===== config.mk =====
export PLATFORM = sky130hd
export DESIGN_NAME = mcycle_scheduler_flat
export DESIGN_NICKNAME = d
export VERILOG_FILES = /design/src/rtl/mcycle_scheduler_if.sv /design/src/rtl/mcycle_scheduler.sv /design/src/flat_wrapper.sv
export SDC_FILE = /design/constraint.sdc
export NUM_CORES = 1
export LEC_CHECK = 0
export BUFFER_PORTS_ARGS = -buffer_cell sky130_fd_sc_hd__buf_2
export CELL_PAD_IN_SITES_DETAIL_PLACEMENT = 0
export CELL_PAD_IN_SITES_GLOBAL_PLACEMENT = 1
export CORE_MARGIN = 3
export CORE_UTILIZATION = 37
export DETAILED_ROUTE_END_ITERATION = 10
export PLACE_DENSITY = 0.75
export SYNTH_ARGS = -nofsm -noshare
export SYNTH_HDL_FRONTEND = slang
export SYNTH_SLANG_ARGS = --single-unit

===== constraint.sdc =====
create_clock -name CLK -period 2.4 [get_ports CLK]
set_clock_uncertainty 0.2 [all_clocks]
set_input_delay 0 -clock CLK [delete_from_list [all_inputs] [get_ports CLK]]
set_output_delay 0 -clock CLK [all_outputs]
set_load 0.05 [all_outputs]

===== src/rtl/mcycle_scheduler_if.sv =====
// Execute/Write-back side signals of the MUL/DIV scheduler.
// The scheduler uses the slave modport; the pipeline side uses master.
interface mcycle_scheduler_if #(
    parameter int unsigned WIDTH = 32
);
    logic             Start_MCycle_E;
    logic             MCycleOp_E;
    logic [3:0]       WA3_E;
    logic             RegWrite_E;
    logic [WIDTH-1:0] Result_Unit;
    logic             RegWriteW;

    logic             Start_Unit;
    logic             Op_Unit;
    logic             Busy_MCycle_E;
    logic [3:0]       WA3_E_MCycle;
    logic             RegWrite_E_MCycle;
    logic             MCycleStructStall;
    logic             MCycleResultstall;
    logic             WE_WB_MCycle;
    logic             WB_Sel;
    logic [3:0]       WA3_WB;
    logic [WIDTH-1:0] WD_WB;

    modport slave (
        input  Start_MCycle_E, MCycleOp_E, WA3_E, RegWrite_E, Result_Unit, RegWriteW,
        output Start_Unit, Op_Unit, Busy_MCycle_E, WA3_E_MCycle, RegWrite_E_MCycle,
               MCycleStructStall, MCycleResultstall, WE_WB_MCycle, WB_Sel, WA3_WB, WD_WB
    );

    modport master (
        output Start_MCycle_E, MCycleOp_E, WA3_E, RegWrite_E, Result_Unit, RegWriteW,
        input  Start_Unit, Op_Unit, Busy_MCycle_E, WA3_E_MCycle, RegWrite_E_MCycle,
               MCycleStructStall, MCycleResultstall, WE_WB_MCycle, WB_Sel, WA3_WB, WD_WB
    );
endinterface


===== src/rtl/mcycle_scheduler.sv =====
// Sequences the fixed-latency MUL/DIV unit and arbitrates the register-file write port.
// Define MCYCLE_PERF_EN to add saturating stall-cycle counters.
module mcycle_scheduler #(
    parameter int unsigned MUL_CYCLES = 4,
    parameter int unsigned DIV_CYCLES = 33,
    parameter int unsigned WIDTH      = 32
) (
    input  logic                     CLK,
    input  logic                     RESET,
    mcycle_scheduler_if.slave        bus_io
`ifdef MCYCLE_PERF_EN
    ,
    output logic [15:0]              PerfResultStall,
    output logic [15:0]              PerfStructStall
`endif
);
    localparam logic [5:0] MulCnt = 6'(MUL_CYCLES);
    localparam logic [5:0] DivCnt = 6'(DIV_CYCLES);

    typedef enum logic [1:0] {StIdle, StRun, StDone} state_e;

    state_e           state_q;
    logic [5:0]       cnt_q;
    logic             op_q;
    logic [3:0]       wa3_q;
    logic             rw_q;
    logic [WIDTH-1:0] wd_q;

    logic idle, busy, commit;

    always_ff @(posedge CLK or negedge RESET) begin
        if (!RESET) begin
            state_q <= StIdle;
            cnt_q   <= '0;
            op_q    <= 1'b0;
            wa3_q   <= '0;
            rw_q    <= 1'b0;
            wd_q    <= '0;
        end else begin
            unique case (state_q)
                StIdle: begin
                    if (bus_io.Start_MCycle_E) begin
                        op_q    <= bus_io.MCycleOp_E;
                        wa3_q   <= bus_io.WA3_E;
                        rw_q    <= bus_io.RegWrite_E;
                        cnt_q   <= bus_io.MCycleOp_E ? DivCnt : MulCnt;
                        state_q <= StRun;
                    end
                end
                StRun: begin
                    cnt_q <= cnt_q - 6'd1;
                    if (cnt_q == 6'd1) begin
                        wd_q    <= bus_io.Result_Unit;
                        state_q <= rw_q ? StDone : StIdle;
                    end
                end
                StDone: begin
                    if (!bus_io.RegWriteW) state_q <= StIdle;
                end
                default: state_q <= StIdle;
            endcase
        end
    end

    assign idle   = (state_q == StIdle);
    assign busy   = !idle;
    assign commit = (state_q == StDone) && !bus_io.RegWriteW;

    // RESET gates the start pulse so an asserted reset never launches the datapath.
    assign bus_io.Start_Unit        = RESET && idle && bus_io.Start_MCycle_E;
    assign bus_io.Op_Unit           = op_q;
    assign bus_io.Busy_MCycle_E     = busy;
    assign bus_io.WA3_E_MCycle      = busy ? wa3_q : 4'd0;
    assign bus_io.RegWrite_E_MCycle = busy && rw_q;
    assign bus_io.MCycleStructStall = bus_io.Start_MCycle_E && busy;
    assign bus_io.MCycleResultstall = (state_q == StDone) && bus_io.RegWriteW;
    assign bus_io.WE_WB_MCycle      = commit;
    assign bus_io.WB_Sel            = commit;
    assign bus_io.WA3_WB            = wa3_q;
    assign bus_io.WD_WB             = wd_q;

`ifdef MCYCLE_PERF_EN
    logic [15:0] perf_res_q, perf_struct_q;

    always_ff @(posedge CLK or negedge RESET) begin
        if (!RESET) begin
            perf_res_q    <= '0;
            perf_struct_q <= '0;
        end else begin
            if (bus_io.MCycleResultstall && (perf_res_q != 16'hFFFF)) begin
                perf_res_q <= perf_res_q + 16'd1;
            end
            if (bus_io.MCycleStructStall && (perf_struct_q != 16'hFFFF)) begin
                perf_struct_q <= perf_struct_q + 16'd1;
            end
        end
    end

    assign PerfResultStall = perf_res_q;
    assign PerfStructStall = perf_struct_q;
`endif
endmodule


===== src/flat_wrapper.sv =====
// flat-port wrapper written by rule: the top's interface ports become plain ports
module mcycle_scheduler_flat 
#(
    parameter int unsigned MUL_CYCLES = 4,
    parameter int unsigned DIV_CYCLES = 33,
    parameter int unsigned WIDTH      = 32
)
  (CLK, RESET, bus_io_Start_MCycle_E, bus_io_MCycleOp_E, bus_io_WA3_E, bus_io_RegWrite_E, bus_io_Result_Unit, bus_io_RegWriteW, bus_io_Start_Unit, bus_io_Op_Unit, bus_io_Busy_MCycle_E, bus_io_WA3_E_MCycle, bus_io_RegWrite_E_MCycle, bus_io_MCycleStructStall, bus_io_MCycleResultstall, bus_io_WE_WB_MCycle, bus_io_WB_Sel, bus_io_WA3_WB, bus_io_WD_WB);
  mcycle_scheduler_if #(.WIDTH(WIDTH)) bus_io_i ();
  input  logic CLK;
  input  logic RESET;
  input wire logic [$bits(bus_io_i.Start_MCycle_E)-1:0] bus_io_Start_MCycle_E;
  input wire logic [$bits(bus_io_i.MCycleOp_E)-1:0] bus_io_MCycleOp_E;
  input wire logic [$bits(bus_io_i.WA3_E)-1:0] bus_io_WA3_E;
  input wire logic [$bits(bus_io_i.RegWrite_E)-1:0] bus_io_RegWrite_E;
  input wire logic [$bits(bus_io_i.Result_Unit)-1:0] bus_io_Result_Unit;
  input wire logic [$bits(bus_io_i.RegWriteW)-1:0] bus_io_RegWriteW;
  output wire logic [$bits(bus_io_i.Start_Unit)-1:0] bus_io_Start_Unit;
  output wire logic [$bits(bus_io_i.Op_Unit)-1:0] bus_io_Op_Unit;
  output wire logic [$bits(bus_io_i.Busy_MCycle_E)-1:0] bus_io_Busy_MCycle_E;
  output wire logic [$bits(bus_io_i.WA3_E_MCycle)-1:0] bus_io_WA3_E_MCycle;
  output wire logic [$bits(bus_io_i.RegWrite_E_MCycle)-1:0] bus_io_RegWrite_E_MCycle;
  output wire logic [$bits(bus_io_i.MCycleStructStall)-1:0] bus_io_MCycleStructStall;
  output wire logic [$bits(bus_io_i.MCycleResultstall)-1:0] bus_io_MCycleResultstall;
  output wire logic [$bits(bus_io_i.WE_WB_MCycle)-1:0] bus_io_WE_WB_MCycle;
  output wire logic [$bits(bus_io_i.WB_Sel)-1:0] bus_io_WB_Sel;
  output wire logic [$bits(bus_io_i.WA3_WB)-1:0] bus_io_WA3_WB;
  output wire logic [$bits(bus_io_i.WD_WB)-1:0] bus_io_WD_WB;
  assign bus_io_i.Start_MCycle_E = bus_io_Start_MCycle_E;
  assign bus_io_i.MCycleOp_E = bus_io_MCycleOp_E;
  assign bus_io_i.WA3_E = bus_io_WA3_E;
  assign bus_io_i.RegWrite_E = bus_io_RegWrite_E;
  assign bus_io_i.Result_Unit = bus_io_Result_Unit;
  assign bus_io_i.RegWriteW = bus_io_RegWriteW;
  assign bus_io_Start_Unit = bus_io_i.Start_Unit;
  assign bus_io_Op_Unit = bus_io_i.Op_Unit;
  assign bus_io_Busy_MCycle_E = bus_io_i.Busy_MCycle_E;
  assign bus_io_WA3_E_MCycle = bus_io_i.WA3_E_MCycle;
  assign bus_io_RegWrite_E_MCycle = bus_io_i.RegWrite_E_MCycle;
  assign bus_io_MCycleStructStall = bus_io_i.MCycleStructStall;
  assign bus_io_MCycleResultstall = bus_io_i.MCycleResultstall;
  assign bus_io_WE_WB_MCycle = bus_io_i.WE_WB_MCycle;
  assign bus_io_WB_Sel = bus_io_i.WB_Sel;
  assign bus_io_WA3_WB = bus_io_i.WA3_WB;
  assign bus_io_WD_WB = bus_io_i.WD_WB;
  mcycle_scheduler #(.MUL_CYCLES(MUL_CYCLES), .DIV_CYCLES(DIV_CYCLES), .WIDTH(WIDTH)) u_core (.CLK(CLK), .RESET(RESET), .bus_io(bus_io_i));
endmodule

======== After elaboration in Yosys (flattened, before gate mapping) ========
Index checks and enable logic that the tools add are counted.
cells by class
  reductions and logical operators ........ 14
  $add $sub $neg .......................... 1
  equal/unequal tests ..................... 6
  muxes and demuxes ....................... 9
operators with widths
  kind                                                                      number
  6-bit two-way mux                                                         2
  6-bit one-hot mux with 2 select lines                                     1
  2-bit two-way mux                                                         4
  6-bit by 1-bit == test with 1-bit output (second input constant)          1
  1-bit logical AND                                                         6
  2-bit one-hot mux with 3 select lines                                     1
  2-bit AND reduction                                                       3
  6-bit by 1-bit subtractor with 6-bit output (second input constant)       1
  4-bit two-way mux                                                         1
  2-bit inequality test (second input constant)                             2
  3-bit AND reduction                                                       1
  2-bit by 1-bit == test with 1-bit output (second input constant)          1
  2-bit == test (second input constant)                                     1
  1-bit logical NOT                                                         2
  2-bit logical NOT                                                         1
  2-bit by 1-bit inequality test with 1-bit output (second input constant)  1
  2-bit nonzero test                                                        1
word-level totals
  input port bits ......................... 42
  word-level logic and storage cells ...... 36
  register bits after elaboration ......... 46
  output and inout port bits .............. 48

======== Logic depth before layout (Yosys ltp) ========
  depth after elaboration ................. 3
  gate-level depth with buffers ........... 6

======== Least setup slack after synthesis ========
Ideal clock, no wire load.
  path kind ............................... flip-flop to output port
  start ................................... register u_core.state_q[0]
  end ..................................... output bus_io_WE_WB_MCycle
  buffers on the path ..................... 2
  data required time ...................... 2.200 ns
  cell stages (with the launch flop) ...... 4
  slack ................................... 0.120 ns
  arrival time ............................ 2.080 ns
  cell sequence ........................... dfrtp_1 > buf_6 > nor3b_1 > buf_4
on the way
  cells in the longest elaborated chain, start to end .. 2
ends and longest elaborated chain
  what                    RTL line                source
  from (decl)             mcycle_scheduler.sv:22  state_e state_q;
  from (signal assigned)  mcycle_scheduler.sv:33  state_q <= StIdle;
  from (signal assigned)  mcycle_scheduler.sv:47  state_q <= StRun;
  from (signal assigned)  mcycle_scheduler.sv:54  state_q <= rw_q ? StDone : StIdle;
  2-bit == test           mcycle_scheduler.sv:67  assign commit = (state_q == StDone) && !bus_io.RegWriteW;
  1-bit logical AND       mcycle_scheduler.sv:67
  to (decl)               flat_wrapper.sv:25      output wire logic [$bits(bus_io_i.WE_WB_MCycle)-1:0] bus_io_WE_WB_MCycle;
No other way between the ends.

======== Worst setup path in the final report ========
  start ................................... register u_core.cnt_q[1]
  end ..................................... register u_core.wd_q[21] (netlist: u_core.bus_io.WD_WB[21])
on the way
  cells in the longest elaborated chain, start to end .. 2
ends and longest elaborated chain
  what                                      RTL line                source
  from (decl)                               mcycle_scheduler.sv:23  logic [5:0] cnt_q;
  from (signal assigned)                    mcycle_scheduler.sv:46  cnt_q <= bus_io.MCycleOp_E ? DivCnt : MulCnt;
  from (signal assigned)                    mcycle_scheduler.sv:51  cnt_q <= cnt_q - 6'd1;
  6-bit by 1-bit == test with 1-bit output  mcycle_scheduler.sv:52  if (cnt_q == 6'd1) begin
  2-bit AND reduction (no source line)      n/a
  to (signal assigned)                      mcycle_scheduler.sv:53  wd_q <= bus_io.Result_Unit;
  to (decl)                                 mcycle_scheduler.sv:27  logic [WIDTH-1:0] wd_q;
No other way between the ends.
A chain may end at the register's enable or synchronous reset.

==> metrics.md <==
| Metric | Value |
|---|---|
| Status | finished, final reports clean |
| Drt first pass iters | 4 |
| Final Hold Viols | 0 |
| Seq/Total Area, Yosys | 54.4% |
| IO buf count | just under 90 |
| Crit path cell chain | inv_1, ha_1, nor3b_2, nand3_4, buf_4, mux2_4 |
| Initial DRC count | just over 80 |
| Postcts setup bufs | 0 |
| Setup Viol. Count Final | 0 |
| Area grow syn2layout | 49.0% |
| H-tree Lvls | 2 |
| Cell count after synthesis | around 140 |
| CP max stage delay | around 400 ps |
| Critical path arrival | about 2100 ps |
| Synth Area per Inst | 14.8 sq um |
| Mapped Nets | approximately 190 |
| Critical Path RT | around 2400 ps |
| NumNets Final | roughly 320 |
| Synthesized area | 2120 sq um |
| Setup TNS Final | 0 ps |
| CTS resizes | 0 |
| Final period utilization | about nine tenths |
| Total track usage | approximately 15% |
| Number of flops mapped to enable cells by yosys | 0 |
| Die Width | approximately 80 microns |
| Hold Worst Slack | approximately 160 ps |
| Total CTS buffers | 5 |
| Max Clock Freq | 463 MHz |
| Max Slew Vio Count | 0 |
| Worst setup path category | flip-flop to flip-flop |
| Critical path startpoint | u_core.cnt_q[1] |
| GP Congestion | 0.754 |
| FF+latch area | about 1200 sq um |
| Fraction of layout cells with a size suffix above 1 | approximately half |
| Vias | 1585 |
| Startpoint Class | flip-flop |
| Crit path max fanout | 19 |
| Async SR Flop Fraction | 100% |
| Clk buf depth | 2 |
| Overflow after GRT | 0 |
| Skew-Pair Late Insertion Delay | between 200 and 300 ps |
| Largest net degree at the start of global routing | 47 |
| Hold Buf Count CTS | 42 |
| Clock root buffer | clkbuf_8 |
| Die area | between 6000 and 7000 sq um |
| WL per Instance | ~14 microns |
| Post-route DRC | 0 |
| Final core utilization | between 50% and 60% |
| CTS tree | done |
| Core Area | 5300 sq um |
| Row count | 26 |
| Vias in the first global route | between 1500 and 2000 |
| FF-to-FF Start | u_core.cnt_q[1] |
| Number of max-cap violations | 0 |
| Ys flop type | dfrtp_1 |
| ANT nets after route | 0 |
| Clock transition at the registers of the reported paths | roughly 80 ps |
| Die Span Y | a little over 80 microns |
| First-pass GRT wire length | 7.73 mm |
| Hpwl dp | roughly 3.4 mm |
| Num Clock Sinks | 46 |
| Synth warn | 0 |
| Headroom to the max-slew limit | between 60% and 70% |
| Worst Tran Pin Value | 565 ps |
| RSZ-0062 raised after global routing | no |
| Fin crit period | 2160 ps |
| Crit end category | flip-flop |
| Ant. Diodes | 0 |
| Vias/cell | approximately 4.5 |
| Yosys cell types | 30 |
| Synthesized flop and latch total | 46 |
| Starting Density | 39.9% |
| FILL cells | about 430 |
| Top Ports | 90 |
| Initial antenna violation count | 0 |
| HP Class | input port to asynchronous set/reset pin |
| Routed WL | about 4.8 mm |
| Area of the multi-input gates | 878 sq um |
| Worst path slowest cell | dfrtp_1 |
## per-stage QoR
| stage | instance area [sq um] | worst slack, ps | instances |
|---|---|---|---|
| floorplan | 2120 | 120 | 143 |
| finish | 3150 | 241 | 350 |
| global route | 3150 | 114 | 350 |
| detailed placement | 2630 | 239 | 300 |
| global placement | 2630 | 302 | 300 |
| CTS | 3150 | 227 | 350 |
## final cells by class
cell class,count,area share [%]
clock buffers,7,3.06
multi-input cells,86,27.9
flip-flops and latches,46,36.5
inverters,4,0.476
well taps,70,2.78
clock inverters,1,0.278
repair buffers,136,29.0
## flip-flops by register name, summed over array words and instances (netlist names)
register	count
u_core.bus_io.WD_WB	32
u_core.bus_io.WA3_WB	4
u_core.cnt_q	6
u_core.state_q	2
u_core.bus_io.Op_Unit	1
u_core.rw_q	1
## cells in the mapped netlist, types with 3 or more instances
library cell | count | share of area [%]
a21oi_1 | 4 | 0.95
inv_1 | 4 | 0.71
nand2_1 | 6 | 1.1
buf_6 | 5 | 2.7
mux2_4 | 35 | 25
nand3_1 | 3 | 0.71
nor2_1 | 5 | 0.89
dfrtp_1 | 46 | 54
nor2b_1 | 6 | 1.8
## cell usage in the layout, fill, tap and decap left out, types with 3 or more instances in the layout
cell            n
a21oi_1         4
buf_2          89
buf_4           4
clkbuf_8        7
dfrtp_1        46
dlygate4sd3_1  42
inv_1           4
mux2_4         35
nand2_1         6
nand3_1         3
nor2_1          5
nor2b_1         6
## routing by layer
layer / global-route usage [%] / vias up / part of all wire [%]
li1: - / 764 / -
met1: 20.4 / 776 / 45
met2: 25.3 / 45 / 50
met3: 2.74 / 0 / 5.6
met4: 3.49 / 0 / 0
met5: 0 / - / 0
## critical path: cells and delay by family, from the launching register on
kind	cells	cell delay [ps]
AND/OR/NAND/NOR	2	630
flip-flops	1	400
buffers and inverters	2	390
multiplexers	1	300
adder cells (fa/ha/maj)	1	140
## cells by family after synthesis
group                      count (synthesis)  synth area share, %
DFF                                       46                 54.4
muxes                                     39                 26.8
and+or+nand+nor                           35                 10.5
buffers and inverters                     11                 4.08
AOI/OAI and AO/OA                         10                 2.96
adders and majority gates                  2                 1.18
## final timing paths
path	depth (start not counted)	to	slack, ps
hold / removal	3	u_core.bus_io.WA3_WB[2]	160
max in group asynchronous	3	u_core.state_q[0]	1450
hold reg to reg	2	u_core.bus_io.Op_Unit	300
setup / recovery	6	u_core.bus_io.WD_WB[21]	240
setup reg to reg	6	u_core.bus_io.WD_WB[21]	240
min in group CLK	3	u_core.bus_io.WD_WB[10]	270
Power is left out: the tool's default activity adds up to more than one toggle a clock period on the data nets, which glitch-free logic cannot reach.
